$ cat config.mk
export PLATFORM = sky130hd
export DESIGN_NAME = pipeline_stall_ctrl_flat
export DESIGN_NICKNAME = d
export VERILOG_FILES = /design/src/rtl/pipeline_stall_ctrl_if.sv /design/src/rtl/pipeline_stall_ctrl.sv /design/src/flat_wrapper.sv
export SDC_FILE = /design/constraint.sdc
export NUM_CORES = 1
export LEC_CHECK = 0
export CAP_MARGIN = 20
export CORE_AREA = 2 2 39 41
export CTS_BUF_LIST = sky130_fd_sc_hd__clkbuf_8
export CTS_CLUSTER_SIZE = 14
export DETAILED_ROUTE_END_ITERATION = 12
export DIE_AREA = 0 0 41 43
export PLACE_DENSITY = 0.73
export RECOVER_POWER = 100
export SYNTH_ARGS = -nofsm -noshare
export SYNTH_HDL_FRONTEND = slang
export SYNTH_SLANG_ARGS = --single-unit
$ cat constraint.sdc
create_clock -name clk_i -period 2 [get_ports clk_i]
set_input_delay 0.3 -clock clk_i [delete_from_list [all_inputs] [get_ports clk_i]]
set_output_delay 0.3 -clock clk_i [all_outputs]
set_load 0.03 [all_outputs]
$ cat src/rtl/pipeline_stall_ctrl_if.sv
// Handshake bundle between the 5-stage datapath and the stall/flush scheduler.
// Defining PIPE_CTRL_PERF_EN adds the stall_cnt_o / flush_cnt_o counter outputs.
interface pipeline_stall_ctrl_if;
    logic        lu_hazard_i;
    logic [1:0]  branch_i;
    logic        dmem_req_i;
    logic        dmem_ready_i;
    logic        pc_write_o;
    logic        ifid_write_o;
    logic        idex_write_o;
    logic        exmem_write_o;
    logic        memwb_write_o;
    logic        ifid_flush_o;
    logic        idex_flush_o;
    logic        exmem_flush_o;
    logic        mem_timeout_o;
`ifdef PIPE_CTRL_PERF_EN
    logic [31:0] stall_cnt_o;
    logic [31:0] flush_cnt_o;

    modport master (
        output lu_hazard_i, branch_i, dmem_req_i, dmem_ready_i,
        input  pc_write_o, ifid_write_o, idex_write_o, exmem_write_o, memwb_write_o,
        input  ifid_flush_o, idex_flush_o, exmem_flush_o, mem_timeout_o,
        input  stall_cnt_o, flush_cnt_o
    );
    modport slave (
        input  lu_hazard_i, branch_i, dmem_req_i, dmem_ready_i,
        output pc_write_o, ifid_write_o, idex_write_o, exmem_write_o, memwb_write_o,
        output ifid_flush_o, idex_flush_o, exmem_flush_o, mem_timeout_o,
        output stall_cnt_o, flush_cnt_o
    );
`else
    modport master (
        output lu_hazard_i, branch_i, dmem_req_i, dmem_ready_i,
        input  pc_write_o, ifid_write_o, idex_write_o, exmem_write_o, memwb_write_o,
        input  ifid_flush_o, idex_flush_o, exmem_flush_o, mem_timeout_o
    );
    modport slave (
        input  lu_hazard_i, branch_i, dmem_req_i, dmem_ready_i,
        output pc_write_o, ifid_write_o, idex_write_o, exmem_write_o, memwb_write_o,
        output ifid_flush_o, idex_flush_o, exmem_flush_o, mem_timeout_o
    );
`endif
endinterface

$ cat src/rtl/pipeline_stall_ctrl.sv
// Stall/flush scheduler merging memory freeze, redirect and load-use events.
// Optional PIPE_CTRL_PERF_EN adds saturating stall and redirect counters.
module pipeline_stall_ctrl #(
    parameter int FLUSH_CYCLES = 1,
    parameter int MEM_TIMEOUT  = 64
) (
    input  logic                        clk_i,
    input  logic                        rst_i,
    pipeline_stall_ctrl_if.slave        bus
);
    typedef enum logic [1:0] {
        RUN      = 2'd0,
        MEM_WAIT = 2'd1,
        FLUSH    = 2'd2
    } state_e;

    localparam logic [3:0] FLUSH_RELOAD = 4'(FLUSH_CYCLES - 1);
    localparam logic [7:0] WAIT_LIMIT   = 8'(MEM_TIMEOUT - 1);

    state_e     r_state, w_stateNext;
    logic [3:0] r_flushCnt, w_flushCntNext;
    logic [7:0] r_waitCnt, w_waitCntNext;
    logic       r_memTimeout, w_memTimeoutNext;

    logic w_freeze, w_redirect, w_timeoutHit;
    logic w_pcWrite, w_ifidWrite, w_backWrite;
    logic w_ifidFlush, w_idexFlush, w_exmemFlush;

    assign w_freeze     = bus.dmem_req_i & ~bus.dmem_ready_i;
    assign w_redirect   = |bus.branch_i;
    assign w_timeoutHit = (r_waitCnt >= WAIT_LIMIT);

    always_ff @(posedge clk_i or posedge rst_i) begin
        if (rst_i) begin
            r_state      <= RUN;
            r_flushCnt   <= 4'd0;
            r_waitCnt    <= 8'd0;
            r_memTimeout <= 1'b0;
        end else begin
            r_state      <= w_stateNext;
            r_flushCnt   <= w_flushCntNext;
            r_waitCnt    <= w_waitCntNext;
            r_memTimeout <= w_memTimeoutNext;
        end
    end

    always_comb begin
        w_stateNext      = r_state;
        w_flushCntNext   = r_flushCnt;
        w_waitCntNext    = r_waitCnt;
        w_memTimeoutNext = r_memTimeout;
        case (r_state)
            RUN: begin
                if (w_freeze) begin
                    w_stateNext   = MEM_WAIT;
                    w_waitCntNext = 8'd1;
                end else if (w_redirect && (FLUSH_CYCLES > 1)) begin
                    w_stateNext    = FLUSH;
                    w_flushCntNext = FLUSH_RELOAD;
                end
            end
            MEM_WAIT: begin
                if (bus.dmem_ready_i) begin
                    w_stateNext   = RUN;
                    w_waitCntNext = 8'd0;
                end else if (w_timeoutHit) begin
                    w_stateNext      = RUN;
                    w_waitCntNext    = 8'd0;
                    w_memTimeoutNext = 1'b1;
                end else if (r_waitCnt != 8'hFF) begin
                    w_waitCntNext = r_waitCnt + 8'd1;
                end
            end
            FLUSH: begin
                // A freeze drops any remaining bubble cycles
                if (w_freeze) begin
                    w_stateNext    = MEM_WAIT;
                    w_waitCntNext  = 8'd1;
                    w_flushCntNext = 4'd0;
                end else if (w_redirect) begin
                    w_flushCntNext = FLUSH_RELOAD;
                end else if (r_flushCnt <= 4'd1) begin
                    w_stateNext    = RUN;
                    w_flushCntNext = 4'd0;
                end else begin
                    w_flushCntNext = r_flushCnt - 4'd1;
                end
            end
            default: begin
                w_stateNext    = RUN;
                w_flushCntNext = 4'd0;
                w_waitCntNext  = 8'd0;
            end
        endcase
    end

    always_comb begin
        w_pcWrite    = 1'b1;
        w_ifidWrite  = 1'b1;
        w_backWrite  = 1'b1;
        w_ifidFlush  = 1'b0;
        w_idexFlush  = 1'b0;
        w_exmemFlush = 1'b0;
        if (rst_i) begin
            w_pcWrite   = 1'b0;
            w_ifidWrite = 1'b0;
            w_backWrite = 1'b0;
        end else begin
            case (r_state)
                RUN, FLUSH: begin
                    if (w_freeze) begin
                        w_pcWrite   = 1'b0;
                        w_ifidWrite = 1'b0;
                        w_backWrite = 1'b0;
                    end else if (w_redirect) begin
                        w_ifidFlush  = 1'b1;
                        w_idexFlush  = 1'b1;
                        w_exmemFlush = 1'b1;
                    end else if (r_state == FLUSH) begin
                        w_ifidFlush = 1'b1;
                    end else if (bus.lu_hazard_i) begin
                        w_pcWrite   = 1'b0;
                        w_ifidWrite = 1'b0;
                        w_idexFlush = 1'b1;
                    end
                end
                MEM_WAIT: begin
                    if (!(bus.dmem_ready_i || w_timeoutHit)) begin
                        w_pcWrite   = 1'b0;
                        w_ifidWrite = 1'b0;
                        w_backWrite = 1'b0;
                    end
                end
                default: ;
            endcase
        end
    end

    assign bus.pc_write_o    = w_pcWrite;
    assign bus.ifid_write_o  = w_ifidWrite;
    assign bus.idex_write_o  = w_backWrite;
    assign bus.exmem_write_o = w_backWrite;
    assign bus.memwb_write_o = w_backWrite;
    assign bus.ifid_flush_o  = w_ifidFlush;
    assign bus.idex_flush_o  = w_idexFlush;
    assign bus.exmem_flush_o = w_exmemFlush;
    assign bus.mem_timeout_o = r_memTimeout;

`ifdef PIPE_CTRL_PERF_EN
    logic [31:0] r_stallCnt, r_redirCnt;

    // A redirect event is exactly a cycle with the 3-stage flush asserted
    always_ff @(posedge clk_i or posedge rst_i) begin
        if (rst_i) begin
            r_stallCnt <= 32'd0;
            r_redirCnt <= 32'd0;
        end else begin
            if (!w_pcWrite && (r_stallCnt != 32'hFFFF_FFFF)) begin
                r_stallCnt <= r_stallCnt + 32'd1;
            end
            if (w_exmemFlush && (r_redirCnt != 32'hFFFF_FFFF)) begin
                r_redirCnt <= r_redirCnt + 32'd1;
            end
        end
    end

    assign bus.stall_cnt_o = r_stallCnt;
    assign bus.flush_cnt_o = r_redirCnt;
`endif
endmodule

$ cat src/flat_wrapper.sv
// flat-port wrapper written by rule: the top's interface ports become plain ports
module pipeline_stall_ctrl_flat 
#(
    parameter int FLUSH_CYCLES = 1,
    parameter int MEM_TIMEOUT  = 64
)
  (clk_i, rst_i, bus_lu_hazard_i, bus_branch_i, bus_dmem_req_i, bus_dmem_ready_i, bus_pc_write_o, bus_ifid_write_o, bus_idex_write_o, bus_exmem_write_o, bus_memwb_write_o, bus_ifid_flush_o, bus_idex_flush_o, bus_exmem_flush_o, bus_mem_timeout_o);
  pipeline_stall_ctrl_if bus_i ();
  input  logic clk_i;
  input  logic rst_i;
  input wire logic [$bits(bus_i.lu_hazard_i)-1:0] bus_lu_hazard_i;
  input wire logic [$bits(bus_i.branch_i)-1:0] bus_branch_i;
  input wire logic [$bits(bus_i.dmem_req_i)-1:0] bus_dmem_req_i;
  input wire logic [$bits(bus_i.dmem_ready_i)-1:0] bus_dmem_ready_i;
  output wire logic [$bits(bus_i.pc_write_o)-1:0] bus_pc_write_o;
  output wire logic [$bits(bus_i.ifid_write_o)-1:0] bus_ifid_write_o;
  output wire logic [$bits(bus_i.idex_write_o)-1:0] bus_idex_write_o;
  output wire logic [$bits(bus_i.exmem_write_o)-1:0] bus_exmem_write_o;
  output wire logic [$bits(bus_i.memwb_write_o)-1:0] bus_memwb_write_o;
  output wire logic [$bits(bus_i.ifid_flush_o)-1:0] bus_ifid_flush_o;
  output wire logic [$bits(bus_i.idex_flush_o)-1:0] bus_idex_flush_o;
  output wire logic [$bits(bus_i.exmem_flush_o)-1:0] bus_exmem_flush_o;
  output wire logic [$bits(bus_i.mem_timeout_o)-1:0] bus_mem_timeout_o;
  assign bus_i.lu_hazard_i = bus_lu_hazard_i;
  assign bus_i.branch_i = bus_branch_i;
  assign bus_i.dmem_req_i = bus_dmem_req_i;
  assign bus_i.dmem_ready_i = bus_dmem_ready_i;
  assign bus_pc_write_o = bus_i.pc_write_o;
  assign bus_ifid_write_o = bus_i.ifid_write_o;
  assign bus_idex_write_o = bus_i.idex_write_o;
  assign bus_exmem_write_o = bus_i.exmem_write_o;
  assign bus_memwb_write_o = bus_i.memwb_write_o;
  assign bus_ifid_flush_o = bus_i.ifid_flush_o;
  assign bus_idex_flush_o = bus_i.idex_flush_o;
  assign bus_exmem_flush_o = bus_i.exmem_flush_o;
  assign bus_mem_timeout_o = bus_i.mem_timeout_o;
  pipeline_stall_ctrl #(.FLUSH_CYCLES(FLUSH_CYCLES), .MEM_TIMEOUT(MEM_TIMEOUT)) u_core (.clk_i(clk_i), .rst_i(rst_i), .bus(bus_i));
endmodule
# After elaboration in Yosys (flattened, before gate mapping)
# Cells that the tools add are included.
totals:
  reg_bits: 15
  latch_bits: 0
  ramBits: 0
  rom_bits: 0
  in_bits: 7
  out_inout_bits: 9
  memories: 0
classes:
  addsub: 2
  n_mul: 0
  n_div: 0
  order_cmp: 2
  n_eq_ne: 9
  shifts: 0
  n_mux: 41
  bitwise_logic: 2
  reduce_logical: 8
op_table:
  columns: ["op", "count"]
  rows:
  - ["$mux W8", 4]
  - ["$mux W1", 23]
  - ["$pmux W8 S2", 1]
  - ["$mux W2", 6]
  - ["$mux W4", 3]
  - ["$add A8 B1 Y8 const B", 1]
  - ["$ge A8 B6 Y1 const B", 1]
  - ["$ne A8 B8 Y1 const B", 1]
  - ["$pmux W4 S2", 1]
  - ["$ne A3 B2 Y1 const B", 2]
  - ["$pmux W2 S3", 1]
  - ["$reduce_or A2 Y1", 3]
  - ["$le A4 B1 Y1 const B", 1]
  - ["$ne A2 B1 Y1 const B", 2]
  - ["$ne A4 B2 Y1 const B", 1]
  - ["$pmux W1 S2", 2]
  - ["$reduce_and A4 Y1", 1]
  - ["$sub A4 B1 Y4 const B", 1]
  - ["$ne A3 B1 Y1 const B", 1]
  - ["$reduce_and A3 Y1", 1]
  - ["$eq A2 B1 Y1 const B", 1]
  - ["$eq A2 B2 Y1 const B", 1]
  - ["$logic_not A2 Y1", 1]
  - ["$reduce_and A2 Y1", 1]
  - ["3 further kinds", 3]

# Depth between registers and ports, before layout
depth:
  ltp_word: 6
  depth_mapped: 6
  mapped_depth_nobuf: 5

# Worst setup path before layout
# OpenSTA, ideal clock, no wires.
synth_path:
  path_type: "flip-flop to output port"
  startpoint: "reg u_core.r_waitCnt[0]"
  endpoint: "out bus_idex_write_o"
  t_arrival_ns: 1.844
  slack_ns: -0.144
  path_stages_with_launch: 7
  n_path_buf: 1
  path_cell_list: "dfrtp_1 > ha_1 > and3_1 > a31o_4 > o21ai_0 > nor2_1 > buf_4"
synth_via:
  elab_chain_cells: 5
synth_rtl:
  columns: ["item", "line_no", "text"]
  rows:
  - ["start, declared", "pipeline_stall_ctrl.sv:22", "logic [7:0] r_waitCnt, w_waitCntNext;"]
  - ["start signal, assigned", "pipeline_stall_ctrl.sv:42", "r_waitCnt <= w_waitCntNext;"]
  - ["$ge A8 B6 Y1", "pipeline_stall_ctrl.sv:31", "assign w_timeoutHit = (r_waitCnt >= WAIT_LIMIT);"]
  - ["$logic_or A1 B1 Y1", "pipeline_stall_ctrl.sv:128", "if (!(bus.dmem_ready_i || w_timeoutHit)) begin"]
  - ["$mux W1", "pipeline_stall_ctrl.sv:128", null]
  - ["$pmux W1 S2", "pipeline_stall_ctrl.sv:109", "case (r_state)"]
  - ["$mux W1", "pipeline_stall_ctrl.sv:104", "if (rst_i) begin"]
  - ["end, declared", "flat_wrapper.sv:17", "output wire logic [$bits(bus_i.idex_write_o)-1:0] bus_idex_write_o;"]
# Every way passes these cells.

# Worst setup path in the final report
layout_path:
  startpoint: "reg u_core.r_waitCnt[6]"
  endpoint: "out bus_exmem_write_o"
layout_via:
  elab_chain_cells: 5
layout_rtl:
  columns: ["item", "line_no", "text"]
  rows:
  - ["$ge A8 B6 Y1", "pipeline_stall_ctrl.sv:31", null]
  - ["$logic_or A1 B1 Y1", "pipeline_stall_ctrl.sv:128", null]
  - ["$mux W1", "pipeline_stall_ctrl.sv:128", null]
  - ["$pmux W1 S2", "pipeline_stall_ctrl.sv:109", null]
  - ["$mux W1", "pipeline_stall_ctrl.sv:104", null]
  - ["end, declared", "flat_wrapper.sv:18", "output wire logic [$bits(bus_i.exmem_write_o)-1:0] bus_exmem_write_o;"]
# Every way passes these cells.

==> out/results.tsv <==
stage	metric	value	unit
floorplanning	fp.dieW	41	µm
layout	antenna_cells	0	
yosys	ys_types	25	
yosys	yosysWarnings	0	
routing	initialDrtViolationCount	7	
yosys	synth-edff-count	0	
clock_network	cts.clk_slew.worst_paths	0.05	ns
setup_path	crit_family	simple AND/OR/NAND/NOR gates	
yosys	yosys_most_used_dff	dfrtp_1	
placed_design	gp_congestion	0.789	
routing	wl	1.39	mm
floorplanning	dieArea	0.00176	mm²
yosys	syn_area	573	µm²
clock_network	cts_buffers	3	
layout	postLayoutCoreUtil	0.667	
yosys	syn_area_per_cell	9.88	µm²
pwr	leakagePower	0.000448	µW
floorplanning	rows	14	
setup_path	worstSetupEndpointType	output port	
layout	area_growth	61.1	%
yosys	synth.ff_latch_count	10	
timing	min_period	1.97	ns
timing	fin_ws	0.0292	ns
yosys	ys_async_sr_fraction	1.00	
layout	fillers	113	
setup_path	cp-start-kind	flop	
yosys	syn-num-nets	66	
routing	drc	0	
floorplanning	die_y	43	µm
grt	first_global_vias	535	
floorplanning	core-area	0.00138	mm²
timing	fmax	507	MHz
pwr	p_per_area	730	mW/mm²
grt	grt_first_pass_wirelength	2.27	mm
grt	grt_antenna_before_repair	0	
floorplanning	pin_count	16	
yosys	yosysSeqAreaShare	0.437	
setup_path	critical_path.max_stage_delay	0.54	ns
clock_network	clock_latency	0.24	ns
status	status	complete, no violations	
grt	grt_max_degree	11	
timing	min_period_over_period	0.985	
clock_network	htreeDepth	1	
placed_design	dpl_cell_area	831	µm²
routing	num_vias	539	
yosys	synth_cells	58	
timing	maxSlewViolCount	0	
clock_network	cts.sinks	10	
setup_path	path_cells	or4b_4 -> a31o_4 -> o21ai_4 -> nor2_4 -> buf_6	
clock_network	holdBufCountCts	0	
routing	wire_per_inst	13.1	µm
layout	final_area	923	µm²
grt	grt_usage	0.197	
setup_path	crit_arrival	1.67	ns
placed_design	hpwl	1.08	mm
routing	routed_via_density	5.08	
routing	ant_nets	0	
placed_design	dpl_worst_slack	-0.559	ns
setup_path	critPathRequiredTime	1.70	ns
grt	grt_overflow	0	
clock_network	cts_tree	yes	
setup_path	setup.worst_path.class	reg2out	
layout	seq_area	250	µm²
setup_path	worst-path-buf-inv	1	
timing	relSlewSlack	0.736	
floorplanning	initial_utilization	0.414	
routing	drt_first_pass_iters	3	
timing	fin_hold_ws	0.470	ns
pwr	vdd_drop_max	488	µV
timing	tightest_slew	0.395	ns
job	cap_violations	0	
setup_path	cp_slowest_cell	or4b_4	
timing	finalHoldViolations	0	
layout	multi_input_area	312	µm²
placed_design	port_buffers	15	
setup_path	path_max_fanout	3	
timing	setup_viol	0	
layout	final_nets	99	
min_path	hp-class	reg2reg	
timing	rsz0062_at_grt	true	
timing	skew	0.00494	ns
layout	drive_above_1_share	0.433	
clock_network	max-clock-path-buffers	2	
clock_network	root_buffer	clkbuf_8	
sequential cells by signal, summed over array words and instances, names as in the netlist:
| name | flops |
|---|---|
| u_core.r_state | 1 |
| u_core.bus.mem_timeout_o | 1 |
| u_core.r_waitCnt | 8 |
power by group:
part / switching, µW / internal, µW / total (µW)
Sequential: 10.5 / 215 / 226
Clock: 85.1 / 173 / 259
Combinational: 95.9 / 93.8 / 190
final cells by class:
cell class,count,area share
inverter,3,0.0122
timing repair buffer,32,0.298
clock buffer,4,0.0596
tap,16,0.0217
sequential,10,0.271
multi-input combinational,41,0.337
repair_timing:
item	in CTS	in global routing
cloned	0	0
pin swaps	1	1
setup endpoints to repair	7	5
setup buffers	0	1
resized for setup	43	0
path summary, 6_finish.rpt:
path	start	endpoint	slack, ns	depth (start not counted)
worst max-delay path	u_core.r_waitCnt[6]	bus_exmem_write_o	0.03	5
worst min-delay path	u_core.bus.mem_timeout_o	u_core.bus.mem_timeout_o	0.47	1
worst max register to register	u_core.r_waitCnt[0]	u_core.bus.mem_timeout_o	0.31	5
worst min register to register	u_core.bus.mem_timeout_o	u_core.bus.mem_timeout_o	0.47	1
max in group asynchronous	rst_i	u_core.r_waitCnt[1]	1.21	2
min in group asynchronous	rst_i	u_core.r_state[0]	0.51	2
synth_stat cells (all sizes together) (2+ instances only):
library cell | count | area [µm²]
dfrtp | 10 | 250
nor2 | 6 | 22.5
nor3 | 5 | 25.0
o21ai | 5 | 28.8
buf | 4 | 30.0
a22o | 3 | 26.3
inv | 3 | 11.3
a21o | 2 | 15.0
a21oi | 2 | 10.0
a31o | 2 | 26.3
and2 | 2 | 12.5
nand2b | 2 | 12.5
nand3 | 2 | 10.0
nor2b | 2 | 12.5
layer usage:
metal / part of all wire / routed length (µm) / track usage
met4: 0.0086 / 12 / 0.0600
met1: 0.43 / 600 / 0.232
met3: 0.072 / 100 / 0.0785
met5: 0 / 0 / 0
met2: 0.49 / 678 / 0.313
metrics by stage:
| stage | TNS (ns) | cells | total power [µW] |
|---|---|---|---|
| 5_1_grt | -0.0399 | 106 | 709 |
| 3_5_place_dp | -2.67 | 101 | 402 |
| 4_1_cts | 0 | 105 | 681 |
| 6_report | 0 | 106 | 674 |
| 3_3_place_gp | -2.50 | 101 | 398 |
| 2_1_floorplan | 0 | 58 | 328 |
cells in the final DEF (no fill, tap or decap), types with 2 or more instances in the layout:
cell / instances
dfrtp_1: 10
nor2_1: 4
inv_1: 3
nor2b_1: 2
clkdlybuf4s50_1: 6
nand3_1: 2
buf_6: 5
clkbuf_8: 4
a21o_1: 2
nand2b_1: 2
nor3_1: 4
and2_1: 2
o21ai_2: 2
a22o_1: 3
a21oi_1: 2
buf_4: 20
cells by family (layout without fill, tap and decap cells):
group                    Yosys count  in the layout  share of synthesized area
flip-flops                        10             10                      0.437
adder cells (fa/ha/maj)            1              1                     0.0218
buffers and inverters              7             39                     0.0721
AND/OR/NAND/NOR                   23             23                      0.218
AO/OA/AOI/OAI                     17             17                      0.251
Note: power is estimated with default switching activity, not from simulation.
